===== config.mk =====
export PLATFORM = sky130hd
export DESIGN_NAME = seq_match_logger
export DESIGN_NICKNAME = d
export VERILOG_FILES = /design/src/rtl/seq_match_logger.sv
export SDC_FILE = /design/constraint.sdc
export NUM_CORES = 1
export LEC_CHECK = 0
export BUFFER_PORTS_ARGS = -buffer_cell sky130_fd_sc_hd__buf_4
export CORE_ASPECT_RATIO = 1.5
export CORE_UTILIZATION = 45
export DETAILED_ROUTE_END_ITERATION = 7
export SETUP_SLACK_MARGIN = 0.5
export SYNTH_ARGS = -nofsm -noshare
export SYNTH_HDL_FRONTEND = slang
export SYNTH_SLANG_ARGS = --single-unit

===== constraint.sdc =====
create_clock -name clk -period 2.9 [get_ports clk]
set_input_delay 0.435 -clock clk [delete_from_list [all_inputs] [get_ports clk]]
set_output_delay 0.435 -clock clk [all_outputs]
set_load 0.1 [all_outputs]

===== src/rtl/seq_match_logger.sv =====
// -----------------------------------------------------------------------------
// seq_match_logger
//
// Logs match pulses from a 1010 sequence detector. Every sampled high cycle of
// det_in while en=1 is one event. Each event is counted in a saturating
// counter, and the free-running timestamp is pushed into a show-ahead FIFO
// that the host drains. A sticky interrupt fires when the count reaches the
// programmed threshold.
//
// Ports:
//   clk        rising-edge clock
//   rst        synchronous, active-low reset
//   det_in     detector match output (already in the clk domain)
//   en         logging enable; gates event capture and timestamp advance
//   thr        interrupt threshold (0 disables the interrupt)
//   clr        clears match_cnt, overflow and irq (FIFO untouched)
//   rd_en      pop request; ignored while the FIFO is empty
//   rd_data    timestamp at the FIFO head (0 when empty)
//   rd_valid   FIFO non-empty
//   fifo_count number of stored entries, 0..DEPTH
//   match_cnt  saturating count of accepted events
//   overflow   sticky: an event was dropped because the FIFO was full
//   irq        sticky: match_cnt reached thr
// -----------------------------------------------------------------------------
module seq_match_logger #(
    parameter int TS_W  = 16,
    parameter int DEPTH = 4,
    parameter int CNT_W = 8
) (
    input  logic                     clk,
    input  logic                     rst,
    input  logic                     det_in,
    input  logic                     en,
    input  logic [CNT_W-1:0]         thr,
    input  logic                     clr,
    input  logic                     rd_en,
    output logic [TS_W-1:0]          rd_data,
    output logic                     rd_valid,
    output logic [$clog2(DEPTH):0]   fifo_count,
    output logic [CNT_W-1:0]         match_cnt,
    output logic                     overflow,
    output logic                     irq
);

    localparam int PTR_W = $clog2(DEPTH);
    localparam logic [PTR_W:0]   FULL_COUNT = (PTR_W+1)'(DEPTH);
    localparam logic [CNT_W-1:0] CNT_MAX    = {CNT_W{1'b1}};

    typedef enum logic {
        IRQ_IDLE  = 1'b0,
        IRQ_FIRED = 1'b1
    } irq_state_t;

    logic [TS_W-1:0]  ts;
    logic [TS_W-1:0]  mem [DEPTH];
    logic [PTR_W-1:0] wr_ptr;
    logic [PTR_W-1:0] rd_ptr;
    logic [PTR_W:0]   count;

    logic             ev;
    logic             full;
    logic             do_pop;
    logic             do_push;
    logic             drop;
    logic [CNT_W-1:0] cnt_base;
    logic [CNT_W-1:0] cnt_next;
    logic             hit;

    irq_state_t irq_state;
    irq_state_t irq_state_next;

    // -------------------------------------------------------------------------
    // Event and FIFO control
    // -------------------------------------------------------------------------
    assign ev     = en & det_in;
    assign full   = (count == FULL_COUNT);
    // A pop needs an entry that existed before this edge, so a push into an
    // empty FIFO with rd_en=1 is not popped in the same cycle.
    assign do_pop = rd_en && (count != '0);
    // When full, a simultaneous pop frees the slot the push needs.
    assign do_push = ev && (!full || do_pop);
    assign drop    = ev && full && !do_pop;

    // clr wipes the old count first, so a same-cycle event becomes the first.
    assign cnt_base = clr ? '0 : match_cnt;
    assign cnt_next = (ev && (cnt_base != CNT_MAX)) ? cnt_base + 1'b1 : cnt_base;
    assign hit      = ev && (thr != '0) && (cnt_next == thr);

    // -------------------------------------------------------------------------
    // Timestamp, pointers, occupancy
    // -------------------------------------------------------------------------
    // NOTE: sequential state uses non-blocking assignments so every register
    // samples the pre-edge values of the others, matching the hardware.
    always_ff @(posedge clk) begin
        if (!rst) begin
            ts     <= '0;
            wr_ptr <= '0;
            rd_ptr <= '0;
            count  <= '0;
        end else begin
            if (en) begin
                ts <= ts + 1'b1;
            end
            // Pointers are exactly log2(DEPTH) bits, so +1 wraps modulo DEPTH.
            if (do_push) begin
                wr_ptr <= wr_ptr + 1'b1;
            end
            if (do_pop) begin
                rd_ptr <= rd_ptr + 1'b1;
            end
            unique case ({do_push, do_pop})
                2'b10:   count <= count + 1'b1;
                2'b01:   count <= count - 1'b1;
                default: count <= count;
            endcase
        end
    end

    // NOTE: the storage array has no reset; occupancy is tracked by count and
    // rd_data is masked while empty, so stale contents are never observable.
    always_ff @(posedge clk) begin
        if (rst && do_push) begin
            mem[wr_ptr] <= ts;
        end
    end

    assign rd_valid   = (count != '0);
    assign rd_data    = rd_valid ? mem[rd_ptr] : '0;
    assign fifo_count = count;

    // -------------------------------------------------------------------------
    // Match counter and sticky overflow
    // -------------------------------------------------------------------------
    always_ff @(posedge clk) begin
        if (!rst) begin
            match_cnt <= '0;
            overflow  <= 1'b0;
        end else begin
            match_cnt <= cnt_next;
            // A drop in the same cycle as clr still leaves overflow set.
            overflow  <= (overflow && !clr) || drop;
        end
    end

    // -------------------------------------------------------------------------
    // Interrupt FSM: state register / next state / output
    // -------------------------------------------------------------------------
    always_ff @(posedge clk) begin
        if (!rst) begin
            irq_state <= IRQ_IDLE;
        end else begin
            irq_state <= irq_state_next;
        end
    end

    // NOTE: the default assignment at the top keeps this block latch-free.
    always_comb begin
        irq_state_next = irq_state;
        if (clr) begin
            // hit here can only mean thr==1 with a same-cycle event.
            irq_state_next = hit ? IRQ_FIRED : IRQ_IDLE;
        end else begin
            unique case (irq_state)
                IRQ_IDLE:  if (hit) irq_state_next = IRQ_FIRED;
                IRQ_FIRED: irq_state_next = IRQ_FIRED;
                default:   irq_state_next = IRQ_IDLE;
            endcase
        end
    end

    always_comb begin
        irq = (irq_state == IRQ_FIRED);
    end

endmodule


* Word-level counts from Yosys, hierarchy flattened *
Memories as Yosys holds them, arrays and structs flattened. A register that Yosys moved wholly into a read port is not among the register bits.
Index checks and enable logic that the tools add are counted.

storage, ports and cells
  memories kept = 1
  output and inout bits = 30
  RAM bits = 64
  flip-flop bits (word level) = 33
  logic and storage cells = 49
  bits in latches = 0
  input port bits = 14
  bits in read-only memories = 0

memories
  name  depth  width  rd ports  clocked after memory_dff  write ports  RTL line  source
  mem   4      16     1         1                         1            55        logic [TS_W-1:0] mem [DEPTH];

cells by class
  multiply operators = 0
  multiplexer cells = 11
  div/mod/pow operators = 0
  $lt $le $gt $ge = 0
  bitwise operators = 2
  add/sub/neg operators = 6
  equality and inequality tests = 5
  shift operators = 0
  reduce and logical (&&, ||, !) cells = 17

operator list
  kind                                                 number
  adder 16 x 1 -> 16 bit, second input constant        1
  2-to-1 mux 16 bit                                    1
  2-to-1 mux 8 bit                                     2
  logical AND 1 bit                                    9
  adder 8 x 1 -> 8 bit, second input constant          1
  equality test 8 bit                                  1
  inequality test 8 bit, second input constant         1
  nonzero test 8 bit                                   1
  one-hot mux 3 bit (2 select lines)                   1
  adder 2 x 1 -> 2 bit, second input constant          2
  2-to-1 mux 1 bit                                     4
  2-to-1 mux 2 bit                                     2
  adder 3 x 1 -> 3 bit, second input constant          1
  equality test 3 bit, second input constant           1
  zero test 1 bit                                      3
  nonzero test 3 bit                                   1
  subtractor 3 x 1 -> 3 bit, second input constant     1
  equality test 2 x 1 -> 1 bit, second input constant  1
  equality test 2 bit, second input constant           1
  logical OR 1 bit                                     2
  one-hot mux 1 bit (2 select lines)                   1
  nonzero test 2 bit                                   1
  bitwise AND 1 bit                                    1
  NOT 1 bit                                            1

* Logic depth before layout (Yosys ltp) *
Gate-level depths: netlist of the first run.

  word-level depth = 9
  depth in mapped cells = 9
  mapped depth without buffers = 8

* Worst setup path after synthesis of the first run *
OpenSTA, ideal clock, no wires.

  path kind = register to register
  start point = register count[0], in the netlist fifo_count[0]
  end point = register count[2], in the netlist fifo_count[2]
  period minus slack after synthesis = 3.853 ns
  cell stages (with the launch flop) = 10
  data required time = 2.785 ns
  setup time = 0.115 ns
  buffers on the path = 2
  setup slack = -0.953 ns
  data arrival time = 3.738 ns
  path through = dfxtp_1 > clkbuf_1 > or3_1 > clkbuf_1 > nand3_1 > fa_1 > or3_1 > nand3_1 > o41ai_1 > o21a_1

between the ends
  word-level cells in the longest chain between the ends = 6
  elaborated cells on any way between the ends = 12
  those cells by class = 2 x add/sub; 3 x eq/ne; 1 x mux; 6 x reduce/logical

ends and longest elaborated chain
  item                                                                             RTL line  source
  start: declaration                                                               58        logic [PTR_W:0] count;
  start signal: assignment                                                         112       2'b10: count <= count + 1'b1;
  start signal: assignment                                                         113       2'b01: count <= count - 1'b1;
  start signal: assignment                                                         114       default: count <= count;
  nonzero test 3 bit *                                                             n/a
  named net rd_valid                                                               38        output logic rd_valid,
  logical AND 1 bit *                                                              79        assign do_pop = rd_en && (count != '0);
  logical OR 1 bit                                                                 81        assign do_push = ev && (!full || do_pop);
  logical AND 1 bit                                                                81
  equality test 2 x 1 -> 1 bit / equality test 2 bit (equally long branches)       111       unique case ({do_push, do_pop})
  one-hot mux 3 bit (2 select lines) / nonzero test 2 bit (equally long branches)  n/a

Mark *: on every way through the listed nets, which the timed path passes. The rest lies on a longest branch.
A chain may end at the register's enable or synchronous reset.

* Final worst setup path of the first run *
  start point = register match_cnt[1]
  end point = register irq_state, in the netlist irq

between the ends
  word-level cells in the longest chain between the ends = 9
  elaborated cells on any way between the ends = 10
  those cells by class = 1 x add/sub; 2 x eq/ne; 5 x mux; 2 x reduce/logical

ends and longest elaborated chain
  item                                                          RTL line  source
  start: declaration                                            40        output logic [CNT_W-1:0] match_cnt,
  start signal: assignment                                      139       match_cnt <= cnt_next;
  2-to-1 mux 8 bit *                                            85        assign cnt_base = clr ? '0 : match_cnt;
  branches (longest 2 deep; another with adder 8 x 1 -> 8 bit)  n/a
  2-to-1 mux 8 bit *                                            86        assign cnt_next = (ev && (cnt_base != CNT_MAX)) ? cnt_base + 1'b1 : cnt_base;
  equality test 8 bit *                                         87        assign hit = ev && (thr != '0) && (cnt_next == thr);
  logical AND 1 bit *                                           87
  2-to-1 mux 1 bit *                                            161, 164
  one-hot mux 1 bit (2 select lines)                            163       unique case (irq_state)
  2-to-1 mux 1 bit *                                            159       if (clr) begin
  end signal: assignment                                        152       irq_state <= irq_state_next;
  end: declaration                                              69        irq_state_t irq_state;

Mark *: on every way between the ends.

==> results of run 1 <==
## cell usage after synthesis (all sizes together), types with 3 or more instances
library cell  count  area share, %
inv               8           0.66
or3               3           0.41
xor2              5           0.96
o21ai             8           0.88
a31oi             3           0.41
dfxtp            35             15
edfxtp           64             42
mux4             16            7.9
nand2b            5           0.69
clkbuf           11           0.94
nor2             16            1.3
ha                6            1.7
nand2            11           0.91
nor2b             8            1.1
mux2i             5            1.1
nand4             8            1.4
nand3            14            1.5
and2             40            5.5
and3             10            1.4
xnor2            24            4.6
a21oi             5           0.55
buf               6           0.88
## through the flow
stage / instance area, um^2 / setup WS, ns / instances / utilization [%]
finish: 5400 / 0.570 / 515 / 55.4
global route: 5400 / 0.438 / 515 / 55.4
CTS: 5370 / 0.504 / 514 / 55.1
detailed placement: 5060 / 0.277 / 497 / 52.0
global placement: 5060 / 0.325 / 497 / 52.0
floorplan: 4620 / 0.396 / 347 / -
## power groups by stage
stage / Sequential, W / Clock [W] / Combinational (W)
after CTS: 0.00153 / 0.00120 / 0.000433
after global placement: 0.00156 / 0 / 0.000430
after floorplan: 0.00157 / 0 / 0.000321
after detailed placement: 0.00156 / 0 / 0.000431
after global routing: 0.00153 / 0.00125 / 0.000455
final: 0.00153 / 0.00116 / 0.000431
## worst paths after layout
check | from | to | depth (start not counted)
min reg2reg | ts[15]$_SDFFE_PN0P_ | mem[0][15]$_DFFE_PP_ | 0
min | en | ts[1]$_SDFFE_PN0P_ | 3
max reg2reg | match_cnt[1]$_SDFF_PN0_ | irq$_SDFF_PN0_ | 8
max | match_cnt[1]$_SDFF_PN0_ | irq$_SDFF_PN0_ | 8
## metal layers
layer	GRT usage, %	vias up	routed length (um)
li1	-	1372	-
met1	19.7	1410	3460
met2	34.5	60	5030
met3	4.22	24	270
met4	10.8	0	374
met5	0	-	0
## kinds of logic after synthesis
group	share of synthesized area [%]
AO/OA/AOI/OAI	5.67
XOR/XNOR	5.59
adder cells (fa/ha/maj)	2.09
buffers and inverters	2.48
flip-flops	57.7
multiplexers	9.03
AND/OR/NAND/NOR	17.4
## flip-flops by register name, summed over array words and instances (netlist names), named ones only
register and flops:
ts 16, fifo_count 3, wr_ptr 2, rd_ptr 2, overflow 1, match_cnt 8
mem 64, irq 1
## critical path, cell delays in order (launching register included)
cell and delay, ns:
dfxtp_4 0.37, nor2b_4 0.19, ha_4 0.20, nand4_4 0.16
o311ai_2 0.25, nand4b_1 0.14, a211o_1 0.25, or4b_1 0.48
o32ai_2 0.20
## cell type report
type,count,area [um^2]
tap,115,144
multi-input combinational,223,1860
sequential,99,2650
timing repair buffer,54,418
inverter,8,30.0
fill,839,4350
clock inverter,6,65.1
clock buffer,10,229
## what timing repair did
| item | 4_1_cts | 5_1_grt |
|---|---|---|
| endpoints found under the setup margin | 12 | 6 |
| gates resized for setup | 1 | 4 |
| setup buffers | 1 | 1 |
| pin swaps | 1 | 0 |
==> impl_metrics.ini, run 1 <==
[timing]
rsz0062_at_grt = true
slew_headroom_pct = 67.2
setup_viol = 0
finalHoldViolations = 0
slew_viol_final = 0
min_period_ns = 2.33
fin_crit_sh_pct = 80.4
skew_ns = 0.00800
fin_setup_tns_ns = 0
clock.fmax_ghz = 0.429
tightest_slew_ns = 0.488
hold_ws_ns = 0.465

[cts]
cts_root_buffer = clkbuf_16
htree_levels = 3
path_clk_slew_ns = 0.07
tritoncts = built
clockBufferDepth = 2
clk_latency_ns = 0.34
ctsHoldBuffers = 0
cts_buffers = 9
cts.sinks = 99

[global_routing]
grt_pass1_wl_um = 14900
antenna_found_initial = 0
grt_max_degree = 37
grt_pass1_vias = 2939
overflow = 0
grt_util_all_layers_pct = 18.9

[floorplan]
start_util_pct = 46.6
io_pins = 44
rows = 44
die_x_um = 84.0
die_h_um = 125
die-area_um2 = 10500
coreArea_um2 = 9740

[finish]
layout.nets = 416
antenna_cells = 0
syn2layout_area_growth_pct = 18.8
layout_common_cells = edfxtp_1 (64), buf_4 (53), and2_1 (29)
layout-drive-gt1-share_pct = 29.0
final_common_cell = edfxtp_1

[power_and_ir_drop]
switching_share_pct = 25.8
leakage_nw = 1.93
ir_drop_mv = 0.280
clkPwrFrac_pct = 37.3
p_comb_share_pct = 13.8
totalPowerFinal_w = 0.00312
pwr-share-seq_pct = 48.9
p_switching_w = 0.000806
p_int_w = 0.00231
powerDensity_nw_per_um2 = 578

[yosys]
ys_seq_area_share_pct = 57.7
synth_enable_flop_cells = 64
synth.lib_cells_used.distinct = 56
synth.avg_cell_area_um2 = 13.1
ys_seq_elements = 99
synth_fp_nets = 368
yosys_most_used_dff = edfxtp_1
ys_warn_count = 0
synth_area_um2 = 4540
syn_inst = 347
async_flop_share_pct = 0

[place]
gp_congestion = 0.892
dp_hpwl_um = 6330
io_buffer_count = 43

[worst_setup_path]
setup.worst_path.end_class = register
start_kind = register
crit_arrival_ns = 2.59
required_ns = 3.16
path_max_fanout = 6
path_class = reg -> reg
rrSetupSlack_ns = 0.57

[routing]
wl_um = 9140
drc = 1
antenna_left = 0
via_per_inst = 5.57
vias = 2866
firstDrtPassIters = 6
wl_per_cell_um = 17.7
drt_iter0_drc = 95

[hold_path]
hp-class = in -> reg

[flow_run]
maxCapViolCount = 0

[run_status]
status = finished, violations left
violations = DRC
No activity file was read; power rests on OpenSTA's default activity.
==> run 2: changes to the inputs <==
==> constraint.sdc (replaced) <==
create_clock -name clk -period 2.45 [get_ports clk]
set_input_delay 0.3675 -clock clk [delete_from_list [all_inputs] [get_ports clk]]
set_output_delay 0.3675 -clock clk [all_outputs]
set_load 0.1 [all_outputs]
==> run 2 against run 1 <==
Net effect:
- the flow still finishes with violations (DRC)
- flip-flop and latch count unchanged
- clock-buffer cell count is the same
- register-to-register slack worse by 0.34 ns
- clock power increased by 28%
- cell count rose by 2.7%
- total power increased by 26%
- sequential share of layout area down 3.9 points
- critical endpoint unchanged
==> impl_metrics.ini, run 2 (same netlist as run 1, synthesis figures left out) <==
[run_status]
status = finished, violations left
violations = DRC

[cts]
clockBufferDepth = 2
cts_root_buffer = clkbuf_16
path_clk_slew_ns = 0.07
cts.sinks = 99
cts_buffers = 9
htree_levels = 3
ctsHoldBuffers = 0
clk_latency_ns = 0.33
tritoncts = built

[floorplan]
coreArea_um2 = 9740
rows = 44
die_x_um = 84.0
io_pins = 44
die-area_um2 = 10500
start_util_pct = 46.6
die_h_um = 125

[finish]
finalInstanceArea_um2 = 5880
syn2layout_area_growth_pct = 29.3
fin_util_pct = 60.3
regMostFlops = mem
regArea_um2 = 2650
layout.nets = 430
largest_reg_flops = 64
largestRegisters = mem (64), ts (16), match_cnt (8)
final_common_cell = edfxtp_1
antenna_cells = 0
layout-drive-gt1-share_pct = 37.0
nFillCells = 795
layout_common_cells = edfxtp_1 (64), buf_4 (46), xnor2_1 (24)
multi_input_area_um2 = 1990
layout.cells.non_filler = 529

[global_routing]
grt_util_all_layers_pct = 20.1
antenna_found_initial = 0
grt_pass1_wl_um = 15800
overflow = 0
grt_pass1_vias = 3000
grt_max_degree = 33

[timing]
slew_viol_final = 0
clock.fmax_ghz = 0.450
slew_headroom_pct = 72.3
hold_ws_ns = 0.412
setup_viol = 0
rsz0062_at_grt = true
fin_crit_sh_pct = 90.6
finalHoldViolations = 0
min_period_ns = 2.22
tightest_slew_ns = 0.412
skew_ns = 0.00502

[place]
gp_congestion = 0.895
dp_cells = 499
placed_area_um2 = 5150
dp_hpwl_um = 6160
io_buffer_count = 43

[worst_setup_path]
path_max_fanout = 4
path_cells = nor2b_4, ha_4, nand4_4, nor3b_4, o22ai_2, a211o_1, or4b_4, o32ai_2
cp.depth = 8
crit_family = simple AND/OR/NAND/NOR gates
crit_end = irq$_SDFF_PN0_
worstReg2RegEnd = irq$_SDFF_PN0_
path_class = reg -> reg
rrSetupSlack_ns = 0.23
crit_slowest_cell = or4b_4
reg2reg_depth = 8
r2r_start = match_cnt[0]$_SDFF_PN0_
cp_slowest_stage_delay_ns = 0.48
path_buf_inv = 0
setup.worst_path.end_class = register
start_kind = register
required_ns = 2.70
crit_arrival_ns = 2.47
startpoint = match_cnt[0]$_SDFF_PN0_

[power_and_ir_drop]
leakage_nw = 2.10
powerDensity_nw_per_um2 = 670
totalPowerFinal_w = 0.00394
ir_drop_mv = 0.350

[hold_path]
hp-class = in -> reg

[routing]
via_per_inst = 5.61
antenna_left = 0
drt_iter0_drc = 123
firstDrtPassIters = 8
drc = 9
wl_per_cell_um = 18.9
vias = 2968
wl_um = 10000

[flow_run]
maxCapViolCount = 0
==> run 2: cell types whose count changed in the layout (fill, tap and decap cells not counted), sizes merged <==
| cell | change |
|---|---|
| bufinv | +1 |
| clkinv | -1 |
| buf | +12 |
| or3 | +2 |
==> run 2: layout make-up <==
cell class / count / area share (%)
Sequential cell: 99 / 45.1
Tap cell: 115 / 2.45
Clock inverter: 6 / 1.49
Timing Repair Buffer: 66 / 12.7
Multi-Input combinational cell: 225 / 33.8
Inverter: 8 / 0.511
Clock buffer: 10 / 3.90
==> run 2: worst min-delay path by stage <==
stage | start | endpoint | slack [ns] | cells past startpoint
after detailed placement | irq$_SDFF_PN0_ | irq$_SDFF_PN0_ | 0.50 | 2
after floorplan | ts[15]$_SDFFE_PN0P_ | mem[0][15]$_DFFE_PP_ | 0.48 | 0
after CTS | en | ts[1]$_SDFFE_PN0P_ | 0.40 | 3
final | en | ts[1]$_SDFFE_PN0P_ | 0.41 | 3
after global placement | irq$_SDFF_PN0_ | irq$_SDFF_PN0_ | 0.50 | 2
after global routing | en | ts[1]$_SDFFE_PN0P_ | 0.43 | 3
==> run 2: per-stage QoR <==
step	setup slack, ns	setup TNS, ns
floorplan	-0.0537	-0.0537
global placement	0.0473	0
detailed placement	0.0424	0
CTS	0.174	0
global route	0.141	0
finish	0.230	0
==> run 2: repair_timing <==
item                                    4_1_cts  5_1_grt
buffers inserted                              6        5
cloned                                        3        0
pin swaps                                     4       14
gates resized for setup                      27       46
endpoints found under the setup margin       18       86
==> run 2: per-layer routing <==
layer | GRT usage (%) | part of all wire, % | vias to the layer above
met5 | 0 | 0 | -
met2 | 37.0 | 54 | 66
met3 | 3.37 | 2.5 | 19
met1 | 22.4 | 41 | 1474
met4 | 9.63 | 2.6 | 0
li1 | - | - | 1409
==> run 2: report_power, final <==
part | internal [W] | switching (W) | total (W) | leakage, nW
combinational | 0.000259 | 0.000380 | 0.000639 | 1.08
sequential | 0.00179 | 0.0000253 | 0.00181 | 0.867
clock | 0.000897 | 0.000589 | 0.00149 | 0.157
total | 0.00294 | 0.000994 | 0.00394 | 2.10
==> run 2: worst reg2reg max path: stages (launching register included) <==
cell and delay (ns):
dfxtp_4 0.34, nor2b_4 0.16, ha_4 0.18, nand4_4 0.15, nor3b_4 0.25, o22ai_2 0.09, a211o_1 0.28, or4b_4 0.48
o32ai_2 0.19
==> run 3: changes to the inputs <==
--- a/config.mk
+++ b/config.mk
@@ -9,6 +9,7 @@
 export CORE_ASPECT_RATIO = 1.5
 export CORE_UTILIZATION = 45
 export DETAILED_ROUTE_END_ITERATION = 7
+export REMOVE_ABC_BUFFERS = 1
 export SETUP_SLACK_MARGIN = 0.5
 export SYNTH_ARGS = -nofsm -noshare
 export SYNTH_HDL_FRONTEND = slang
==> run 3 against run 2 <==
Net effect:
- the run still ends with DRC left
- largest power group unchanged
- fmax is essentially flat
- clock-buffer cell count is the same
- combinational power shrank 3%
- worst hold slack lost 0.0036 ns
- register-to-register slack is essentially flat
- core utilization shrank 1.5 points
- clock skew grew 0.0025 ns
- critical path depth is the same
- die area is the same
- critical path type unchanged
- flip-flop and latch count is the same
- cell area shrank 2.5%
==> impl_metrics.ini, run 3 (same netlist as run 1, synthesis figures left out) <==
[global_routing]
grt_pass1_wl_um = 15300
grt_util_all_layers_pct = 19.2
overflow = 0
antenna_found_initial = 0
grt_max_degree = 37
grt_pass1_vias = 3038

[routing]
firstDrtPassIters = 6
vias = 2883
drc = 7
drt_iter0_drc = 111
wl_per_cell_um = 17.5
antenna_left = 0
via_per_inst = 5.46
wl_um = 9220

[timing]
min_period_ns = 2.22
tightest_slew_ns = 0.405
fin_setup_tns_ns = 0
finalHoldViolations = 0
setup_viol = 0
clock.fmax_ghz = 0.450
skew_ns = 0.00756
slew_headroom_pct = 72.6
rsz0062_at_grt = true
slew_viol_final = 0
fin_crit_sh_pct = 90.6
hold_ws_ns = 0.408

[place]
io_buffer_count = 43
gp_congestion = 0.886
dp_hpwl_um = 6220
placed_area_um2 = 5110

[cts]
clockBufferDepth = 2
clk_latency_ns = 0.34
tritoncts = built
path_clk_slew_ns = 0.06
cts_setup_buffers = 0
cts_buffers = 9
htree_levels = 3
cts.sinks = 99
cts_root_buffer = clkbuf_16

[finish]
largest_reg_flops = 64
regMostFlops = mem
layout-drive-gt1-share_pct = 32.7
nFillCells = 787
layout.nets = 429
antenna_cells = 0
syn2layout_area_growth_pct = 26.1
final_common_cell = edfxtp_1
finalInstanceArea_um2 = 5730
layout_common_cells = edfxtp_1 (64), buf_4 (47), dfxtp_1 (29)
largestRegisters = mem (64), ts (16), match_cnt (8)

[worst_setup_path]
startpoint = match_cnt[1]$_SDFF_PN0_
setup.worst_path.end_class = register
start_kind = register
path_class = reg -> reg
required_ns = 2.70
r2r_start = match_cnt[1]$_SDFF_PN0_
path_max_fanout = 4
rrSetupSlack_ns = 0.23
crit_arrival_ns = 2.47

[run_status]
status = finished, violations left
violations = DRC

[floorplan]
rows = 44
coreArea_um2 = 9740
io_pins = 44
die_h_um = 125
start_util_pct = 46.6
die-area_um2 = 10500
die_x_um = 84.0

[power_and_ir_drop]
ir_drop_mv = 0.334
leakage_nw = 2.04
powerDensity_nw_per_um2 = 645

[hold_path]
min_from = en
hp-class = in -> reg

[flow_run]
maxCapViolCount = 0
## run 3: power by group
group          internal [W]  total (W)  switching [W]  leakage [nW]
logic              0.000252   0.000621       0.000369          1.05
clock network      0.000688    0.00127       0.000579         0.133
registers           0.00179    0.00181      0.0000215         0.863
## run 3: cell type report
cell class	count	area, um^2	area share [%]
timing repair buffer	67	743	13.0
inverter	8	30.0	0.524
clock buffer	10	229	4.00
clock inverter	6	40.0	0.699
multi-input combinational	223	1910	33.3
tap	115	144	2.51
sequential	99	2640	46.0
## run 3: metal layers
layer	wire (um)	track usage, %	part of all wire (%)
met5	0	0	0
met4	276	9.94	3.0
met3	240	3.37	2.6
met2	5030	34.5	55
met1	3680	21.6	40
## run 3: path summary, 6_finish.rpt
path,to,cells past startpoint
setup / recovery,irq$_SDFF_PN0_,8
hold / removal,ts[1]$_SDFFE_PN0P_,3
setup reg to reg,irq$_SDFF_PN0_,8
hold reg to reg,irq$_SDFF_PN0_,2
## run 3: metrics by stage
step           utilization [%]  instances  worst slack [ns]  total power [W]
4_1_cts                   57.3        528             0.184          0.00369
6_report                  58.8        528             0.230          0.00370
2_1_floorplan                -        330             -1.11          0.00221
3_5_place_dp              52.5        511            -0.179          0.00235
5_1_grt                   58.8        528            0.0767          0.00384
3_3_place_gp              52.5        511            -0.115          0.00235
## run 3: timing repair
item	4_1_cts	5_1_grt
setup endpoints to repair	19	22
pin swaps	5	2
gates resized for setup	49	40
hold buffers	0	0
gates cloned	1	0
## run 3: critical path: stages, from the launching register on
cell and delay (ns):
dfxtp_2 0.33, nor2b_4 0.17, ha_4 0.16, nand4_4 0.14, o311ai_2 0.25, nand4b_1 0.13
a211o_1 0.25, or4b_4 0.50, o32ai_2 0.20
